$ cat src/rtl/fight_arbiter.sv
// Two-player combat core: tick-paced movement with collision, edge-triggered attacks and a best-of-N round FSM.
// Hits resolve in the clk after the attack edge; positions move one step per tick. There is no handshake and inputs are sampled every clk.
module fight_arbiter #(
  parameter int HEALTH_W      = 4,
  parameter int MAX_HEALTH    = 15,
  parameter int DAMAGE        = 1,
  parameter int CHIP_DAMAGE   = 0,
  parameter int CHAR_W        = 80,
  parameter int REACH         = 8,
  parameter int X_MIN         = 143,
  parameter int X_MAX         = 784,
  parameter int GROUND_Y      = 300,
  parameter int P1_START_X    = 200,
  parameter int P2_START_X    = 600,
  parameter int WALK_DIV      = 800000,
  parameter int HIT_COOLDOWN  = 25000000,
  parameter int PAUSE_CYCLES  = 100000000,
  parameter int ROUNDS_TO_WIN = 2
) (
  input  logic                clk,
  input  logic                reset,
  input  logic                p1_left,
  input  logic                p1_right,
  input  logic                p1_attack_req,
  input  logic                p1_shielding,
  input  logic                p1_facing,
  input  logic                p1_jump_active,
  input  logic                p1_jump_desc,
  input  logic                p2_left,
  input  logic                p2_right,
  input  logic                p2_attack_req,
  input  logic                p2_shielding,
  input  logic                p2_facing,
  input  logic                p2_jump_active,
  input  logic                p2_jump_desc,
  output logic [9:0]          p1_x,
  output logic [9:0]          p1_y,
  output logic [9:0]          p2_x,
  output logic [9:0]          p2_y,
  output logic [HEALTH_W-1:0] p1_health,
  output logic [HEALTH_W-1:0] p2_health,
  output logic [1:0]          p1_rounds,
  output logic [1:0]          p2_rounds,
  output logic                p1_hit,
  output logic                p2_hit,
  output logic [1:0]          round_state,
  output logic [1:0]          finish
);
  localparam int TW = (WALK_DIV > 1) ? $clog2(WALK_DIV) : 1;
  localparam int CW = $clog2(HIT_COOLDOWN + 1);
  localparam int PW = (PAUSE_CYCLES > 1) ? $clog2(PAUSE_CYCLES) : 1;

  localparam logic [TW-1:0]       TICK_LAST  = TW'(WALK_DIV - 1);
  localparam logic [PW-1:0]       PAUSE_LAST = PW'(PAUSE_CYCLES - 1);
  localparam logic [CW-1:0]       COOL_C     = CW'(HIT_COOLDOWN);
  localparam logic [9:0]          X_MIN_C    = 10'(X_MIN);
  localparam logic [9:0]          X_MAX_C    = 10'(X_MAX);
  localparam logic [9:0]          CHAR_C     = 10'(CHAR_W);
  localparam logic [9:0]          RANGE_C    = 10'(CHAR_W + REACH);
  localparam logic [9:0]          GROUND_C   = 10'(GROUND_Y);
  localparam logic [9:0]          P1_START_C = 10'(P1_START_X);
  localparam logic [9:0]          P2_START_C = 10'(P2_START_X);
  localparam logic [HEALTH_W-1:0] MAX_H      = HEALTH_W'(MAX_HEALTH);
  localparam logic [HEALTH_W-1:0] DMG_C      = HEALTH_W'(DAMAGE);
  localparam logic [HEALTH_W-1:0] CHIP_C     = HEALTH_W'(CHIP_DAMAGE);
  localparam logic [1:0]          RTW        = 2'(ROUNDS_TO_WIN);

  typedef enum logic [1:0] {
    S_FIGHT      = 2'b00,
    S_ROUND_OVER = 2'b01,
    S_MATCH_OVER = 2'b10
  } state_t;

  function automatic logic [9:0] abs_diff(input logic [9:0] a, input logic [9:0] b);
    return (a > b) ? (a - b) : (b - a);
  endfunction

  function automatic logic [9:0] move_x(input logic [9:0] x, input logic l, input logic r,
                                        input logic [9:0] other_x, input logic same_y);
    logic [9:0] c;
    c = x;
    if (l && !r && x > X_MIN_C)                c = x - 10'd1;
    else if (r && !l && (x + CHAR_C) < X_MAX_C) c = x + 10'd1;
    if (same_y && abs_diff(c, other_x) < CHAR_C) c = x;
    return c;
  endfunction

  function automatic logic [9:0] move_y(input logic [9:0] y, input logic act, input logic desc);
    if (!act)                return GROUND_C;
    else if (!desc)          return (y != 10'd0) ? (y - 10'd1) : y;
    else if (y >= GROUND_C - 10'd1) return GROUND_C;
    else                     return y + 10'd1;
  endfunction

  state_t              state_q, state_d;
  logic [TW-1:0]       tick_q, tick_d;
  logic [PW-1:0]       pause_q, pause_d;
  logic [9:0]          p1_x_q, p1_x_d, p2_x_q, p2_x_d, p1_y_q, p1_y_d, p2_y_q, p2_y_d;
  logic [HEALTH_W-1:0] p1_hp_q, p1_hp_d, p2_hp_q, p2_hp_d;
  logic [CW-1:0]       p1_cd_q, p1_cd_d, p2_cd_q, p2_cd_d;
  logic [1:0]          p1_rnd_q, p1_rnd_d, p2_rnd_q, p2_rnd_d, finish_q, finish_d;
  logic                p1_hit_q, p1_hit_d, p2_hit_q, p2_hit_d;
  logic                p1_atk_q, p2_atk_q;

  logic                tick, in_range, p1_lands, p2_lands;
  logic [HEALTH_W-1:0] dmg_to_p1, dmg_to_p2;

  assign tick      = (tick_q == TICK_LAST);
  assign in_range  = abs_diff(p1_x_q, p2_x_q) <= RANGE_C;
  assign dmg_to_p1 = p1_shielding ? CHIP_C : DMG_C;
  assign dmg_to_p2 = p2_shielding ? CHIP_C : DMG_C;

  // Attacker must face the defender; equal x faces nobody.
  assign p1_lands = p1_attack_req && !p1_atk_q && in_range && (p2_cd_q == '0) && (p2_hp_q != '0) &&
                    ((p1_x_q < p2_x_q && !p1_facing) || (p1_x_q > p2_x_q && p1_facing));
  assign p2_lands = p2_attack_req && !p2_atk_q && in_range && (p1_cd_q == '0) && (p1_hp_q != '0) &&
                    ((p2_x_q < p1_x_q && !p2_facing) || (p2_x_q > p1_x_q && p2_facing));

  always_comb begin
    state_d  = state_q;
    tick_d   = tick ? '0 : tick_q + 1'b1;
    pause_d  = pause_q;
    p1_x_d   = p1_x_q;
    p2_x_d   = p2_x_q;
    p1_y_d   = p1_y_q;
    p2_y_d   = p2_y_q;
    p1_hp_d  = p1_hp_q;
    p2_hp_d  = p2_hp_q;
    p1_cd_d  = (p1_cd_q != '0) ? p1_cd_q - 1'b1 : '0;
    p2_cd_d  = (p2_cd_q != '0) ? p2_cd_q - 1'b1 : '0;
    p1_rnd_d = p1_rnd_q;
    p2_rnd_d = p2_rnd_q;
    finish_d = finish_q;
    p1_hit_d = 1'b0;
    p2_hit_d = 1'b0;

    case (state_q)
      S_FIGHT: begin
        if (tick) begin
          // P2 is checked against P1's new x so a simultaneous approach cannot overlap.
          p1_x_d = move_x(p1_x_q, p1_left, p1_right, p2_x_q, p1_y_q == p2_y_q);
          p2_x_d = move_x(p2_x_q, p2_left, p2_right, p1_x_d, p1_y_q == p2_y_q);
          p1_y_d = move_y(p1_y_q, p1_jump_active, p1_jump_desc);
          p2_y_d = move_y(p2_y_q, p2_jump_active, p2_jump_desc);
        end
        if (p1_lands) begin
          p2_hp_d = (p2_hp_q > dmg_to_p2) ? p2_hp_q - dmg_to_p2 : '0;
          if (dmg_to_p2 != '0) begin
            p2_cd_d  = COOL_C;
            p2_hit_d = 1'b1;
          end
        end
        if (p2_lands) begin
          p1_hp_d = (p1_hp_q > dmg_to_p1) ? p1_hp_q - dmg_to_p1 : '0;
          if (dmg_to_p1 != '0) begin
            p1_cd_d  = COOL_C;
            p1_hit_d = 1'b1;
          end
        end
        if (p1_hp_q == '0 || p2_hp_q == '0) begin
          state_d = S_ROUND_OVER;
          pause_d = '0;
          if (p2_hp_q == '0 && p1_hp_q != '0 && p1_rnd_q != RTW) p1_rnd_d = p1_rnd_q + 2'd1;
          if (p1_hp_q == '0 && p2_hp_q != '0 && p2_rnd_q != RTW) p2_rnd_d = p2_rnd_q + 2'd1;
        end
      end
      S_ROUND_OVER: begin
        if (pause_q != PAUSE_LAST) begin
          pause_d = pause_q + 1'b1;
        end else if (p1_rnd_q == RTW || p2_rnd_q == RTW) begin
          state_d  = S_MATCH_OVER;
          finish_d = (p1_rnd_q == RTW) ? 2'b01 : 2'b11;
        end else begin
          state_d = S_FIGHT;
          p1_x_d  = P1_START_C;
          p2_x_d  = P2_START_C;
          p1_y_d  = GROUND_C;
          p2_y_d  = GROUND_C;
          p1_hp_d = MAX_H;
          p2_hp_d = MAX_H;
          p1_cd_d = '0;
          p2_cd_d = '0;
        end
      end
      default: state_d = S_MATCH_OVER;
    endcase
  end

  always_ff @(posedge clk) begin
    if (!reset) begin
      state_q  <= S_FIGHT;
      tick_q   <= '0;
      pause_q  <= '0;
      p1_x_q   <= P1_START_C;
      p2_x_q   <= P2_START_C;
      p1_y_q   <= GROUND_C;
      p2_y_q   <= GROUND_C;
      p1_hp_q  <= MAX_H;
      p2_hp_q  <= MAX_H;
      p1_cd_q  <= '0;
      p2_cd_q  <= '0;
      p1_rnd_q <= '0;
      p2_rnd_q <= '0;
      finish_q <= '0;
      p1_hit_q <= 1'b0;
      p2_hit_q <= 1'b0;
      p1_atk_q <= 1'b0;
      p2_atk_q <= 1'b0;
    end else begin
      state_q  <= state_d;
      tick_q   <= tick_d;
      pause_q  <= pause_d;
      p1_x_q   <= p1_x_d;
      p2_x_q   <= p2_x_d;
      p1_y_q   <= p1_y_d;
      p2_y_q   <= p2_y_d;
      p1_hp_q  <= p1_hp_d;
      p2_hp_q  <= p2_hp_d;
      p1_cd_q  <= p1_cd_d;
      p2_cd_q  <= p2_cd_d;
      p1_rnd_q <= p1_rnd_d;
      p2_rnd_q <= p2_rnd_d;
      finish_q <= finish_d;
      p1_hit_q <= p1_hit_d;
      p2_hit_q <= p2_hit_d;
      p1_atk_q <= p1_attack_req;
      p2_atk_q <= p2_attack_req;
    end
  end

  assign p1_x        = p1_x_q;
  assign p2_x        = p2_x_q;
  assign p1_y        = p1_y_q;
  assign p2_y        = p2_y_q;
  assign p1_health   = p1_hp_q;
  assign p2_health   = p2_hp_q;
  assign p1_rounds   = p1_rnd_q;
  assign p2_rounds   = p2_rnd_q;
  assign p1_hit      = p1_hit_q;
  assign p2_hit      = p2_hit_q;
  assign round_state = state_q;
  assign finish      = finish_q;
endmodule

$ cat config.mk
export PLATFORM = sky130hd
export DESIGN_NAME = fight_arbiter
export DESIGN_NICKNAME = d
export VERILOG_FILES = /design/src/rtl/fight_arbiter.sv
export SDC_FILE = /design/constraint.sdc
export NUM_CORES = 1
export LEC_CHECK = 0
export ABC_AREA = 1
export ABC_CLOCK_PERIOD_IN_PS = 10300
export CORE_MARGIN = 5
export CORE_UTILIZATION = 55
export DETAILED_ROUTE_END_ITERATION = 10
export GPL_ROUTABILITY_DRIVEN = 0
export PLACE_DENSITY_LB_ADDON = 0.25
export RECOVER_POWER = 50
export SYNTH_ARGS = -nofsm -noshare
export SYNTH_HDL_FRONTEND = slang
export SYNTH_SLANG_ARGS = --single-unit
$ cat constraint.sdc
create_clock -name clk -period 10.3 [get_ports clk]
set_clock_uncertainty 0.2 [all_clocks]
set_input_delay 2.575 -clock clk [delete_from_list [all_inputs] [get_ports clk]]
set_output_delay 2.575 -clock clk [all_outputs]
set_load 0.1 [all_outputs]
==> flow_summary.toml, run 1 <==
[run_status]
status = "finished, violations left"
violations = "max-capacitance violations, max-slew violations"

[setup_path]
cp.required_ns = 10.43
crit_cells = 46
cpMostUsedCell = "nand2_1"
cp_top_family = "simple AND/OR/NAND/NOR gates"
crit_start = "p1_right"
end_kind = "flip-flop"
critical_path_class = "primary input to flip-flop"
cpPeakStageDelay_ns = 0.46
cp_slowest_cell = "clkdlybuf4s50_1"
worstPathMaxFanout = 18
worst-path-buf-inv = 7
reg2reg_depth = 45
critical_path_arrival_ns = 9.13
rr_endpoint = "p2_x[6]"
startpoint_type = "primary input"
r2r-start = "p1_x[5]"
rrSetupSlack_ns = 3.01
cp-endpoint = "p2_x[6]"

[clocking]
path_clk_slew_ns = 0.07
postCtsHoldBufs = 0
cts_resized = 0
clock_path_buffers = 2
clkSinkCount = 157
tritoncts = "built"
cts-root-buf = "clkbuf_16"
cts_made_buffers = 17
postCtsSetupRepairBufs = 0
cts_max_level = 4
clk_latency_ns = 0.43

[floorplan]
die_y_microns = 155
die_area_sq_um = 24000
fp.coreArea_sq_um = 20800
row_count = 53
initial_core_util_pct = 55.4
die_w_microns = 155
pin_count = 74

[grt]
grt_first_pass_wirelength_mm = 52.4
antenna_found_initial = 0
grt_max_degree = 31
grt_pass1_vias = 11026
overflow = 0
track_usage_pct = 26.0

[timing]
rsz0062_at_grt = "no"
hold_violations = 0
fin_crit_ns = 9.01
setup_viol = 0
finalCritPeriodShare_pct = 87.4
worst_slack_ns = 1.29
tightest_slew_ns = 1.62
maxSlewHeadroom_pct = -7.98
fmax_mhz = 111
whs_ns = 0.213
fin_tns_setup_ns = 0
slew_viol_final = 31

[synthesis]
synth_cells = 1777
ys_seq_area_share_pct = 27.2
synthesis.nets = 1871
ys_types = 57
synth_area_sq_um = 11500
synthArstFlopShare_pct = 0
synth_area_per_cell_sq_um = 6.50
yosysTopAreaCell = "dfxtp_1"
synthTopCellsByArea = "dfxtp_1 27%, nand2_1 12%, ha_1 8.5%, inv_1 7.7%, nor2_1 6.9%"
synth_top_area_share_pct = 27.2
synth_enable_flop_cells = 0
ys_warn_count = 0
ys_ff_latch = 157
yosys_most_used_dff = "dfxtp_1"

[placement]
post_dp_cell_area_sq_um = 12500
dp_slack_ns = 1.09
dp.cells = 2089
dpl.hpwl_mm = 23.4
io_buffers = 73

[layout]
final_cell_mix = "359 x nand2_1, 238 x inv_1, 211 x nor2_1"
syn2layout_area_growth_pct = 12.9
stdcell_area_sq_um = 13000
fin_nets = 1927
n_antenna_cell = 0
stdcell_count = 2121
layout_commonest_cell = "nand2_1"
n_fill_cell = 1992
drive_gt1_share_pct = 4.66

[job]
cap_violations = 1

[routing]
ant_nets = 0
vias = 11986
drc = 0
first_pass_iters = 6
wl_per_cell_microns = 14.8
drt_wl_total_mm = 31.4
drtIter0Drc = 910
viasPerCell = 5.65

[pwr]
powerDensity_nw_per_um2 = 150
irDropWorstVdd_uv = 121
p_leak_nw = 5.91

[min_path]
hold_class = "flip-flop to flip-flop"
## registers in the layout, indices dropped and copies added (netlist names)
register	count
p1_hit	1
pause_q	27
p2_cd_q	25
p2_hit	1
p1_atk_q	1
finish	2
p1_rounds	2
round_state	2
p2_health	4
p2_rounds	2
p1_cd_q	25
p2_y	10
p1_x	10
p2_x	10
p2_atk_q	1
tick_q	20
p1_y	10
p1_health	4
## per-stage QoR
step / power (mW) / util [%]
3_5_place_dp: 1.37 / 59.9
3_3_place_gp: 1.35 / 59.9
4_1_cts: 1.96 / 62.6
2_1_floorplan: 1.24 / -
6_report: 1.96 / 62.6
5_1_grt: 2.10 / 62.6
## cell families (layout without fill, tap and decap cells)
logic type      count (synthesis)  in the layout  synth area share (%)
simple gates                  846            846                  32.2
compound gates                324            324                  16.1
buf+inv                       285            354                  9.43
flops                         157            157                  27.2
xor+xnor                       85             85                  6.45
fa+ha+maj                      78             78                  8.45
mux                             2              2                 0.184
## cell usage after synthesis, types with 5 or more instances
library cell,instances
nand3b_1,5
nand4_1,29
inv_2,5
a21oi_1,136
or2_2,13
nand2_2,8
ha_1,78
nand3_1,116
a211oi_1,11
xor2_1,61
nor4_1,23
nand2_1,359
a31oi_1,11
o21ai_0,96
nor2_1,211
dfxtp_1,157
o211ai_1,12
o21ai_1,5
o21a_1,8
inv_1,238
nor3_1,61
a21oi_2,8
o22ai_1,5
xnor2_1,24
clkbuf_1,33
## worst min path at each step
stage,depth (start not counted),end,from
final,1,p2_cd_q[0],p2_cd_q[0]
after floorplan,1,p1_cd_q[0],p1_cd_q[0]
after global placement,1,p1_cd_q[0],p1_cd_q[0]
after global routing,1,p1_cd_q[0],p1_cd_q[0]
after detailed placement,1,p2_cd_q[0],p2_cd_q[0]
after CTS,1,p2_cd_q[0],p2_cd_q[0]
## report_power, final
part / internal (mW) / switching, mW
Combinational: 0.241 / 0.389
Clock: 0.326 / 0.268
Sequential: 0.673 / 0.0598
Total: 1.24 / 0.717
## routing by layer
metal | GRT usage (%) | up-vias | share of wire, % | wire [microns]
li1 | - | 5978 | - | -
met1 | 35.0 | 5434 | 43 | 13600
met2 | 41.8 | 494 | 46 | 14300
met3 | 5.01 | 80 | 8.3 | 2590
met4 | 8.92 | 0 | 2.8 | 871
met5 | 0 | - | 0 | 0
## cell type report
cell class,instances,area (sq um),share of cell area [%]
flip-flops and latches,157,3140,24.1
multi-input cells,1335,7320,56.1
clock buffers,19,453,3.47
inverters,246,923,7.08
well taps,275,344,2.64
repair buffers,76,749,5.75
clock inverters,13,104,0.797
## worst reg2reg max path: cells and delay by family, from the launching register on
family | cells | cell delay (ns)
AOI/OAI and AO/OA | 6 | 1.05
xor gates and xnor gates | 1 | 0.28
adders and majority gates | 2 | 0.72
buffers and inverters | 6 | 0.81
DFF | 1 | 0.49
and+or+nand+nor | 30 | 3.66
Power figures use the tool's default switching activity.
==> run 2: changes to the inputs <==
--- a/config.mk
+++ b/config.mk
@@ -11,6 +11,7 @@
 export CORE_UTILIZATION = 55
 export DETAILED_ROUTE_END_ITERATION = 10
 export GPL_ROUTABILITY_DRIVEN = 0
+export HOLD_SLACK_MARGIN = 0.05
 export PLACE_DENSITY_LB_ADDON = 0.25
 export RECOVER_POWER = 50
 export SYNTH_ARGS = -nofsm -noshare
==> results of run 2 <==
Final layout, timing and power as in run 1 (identical DEF).
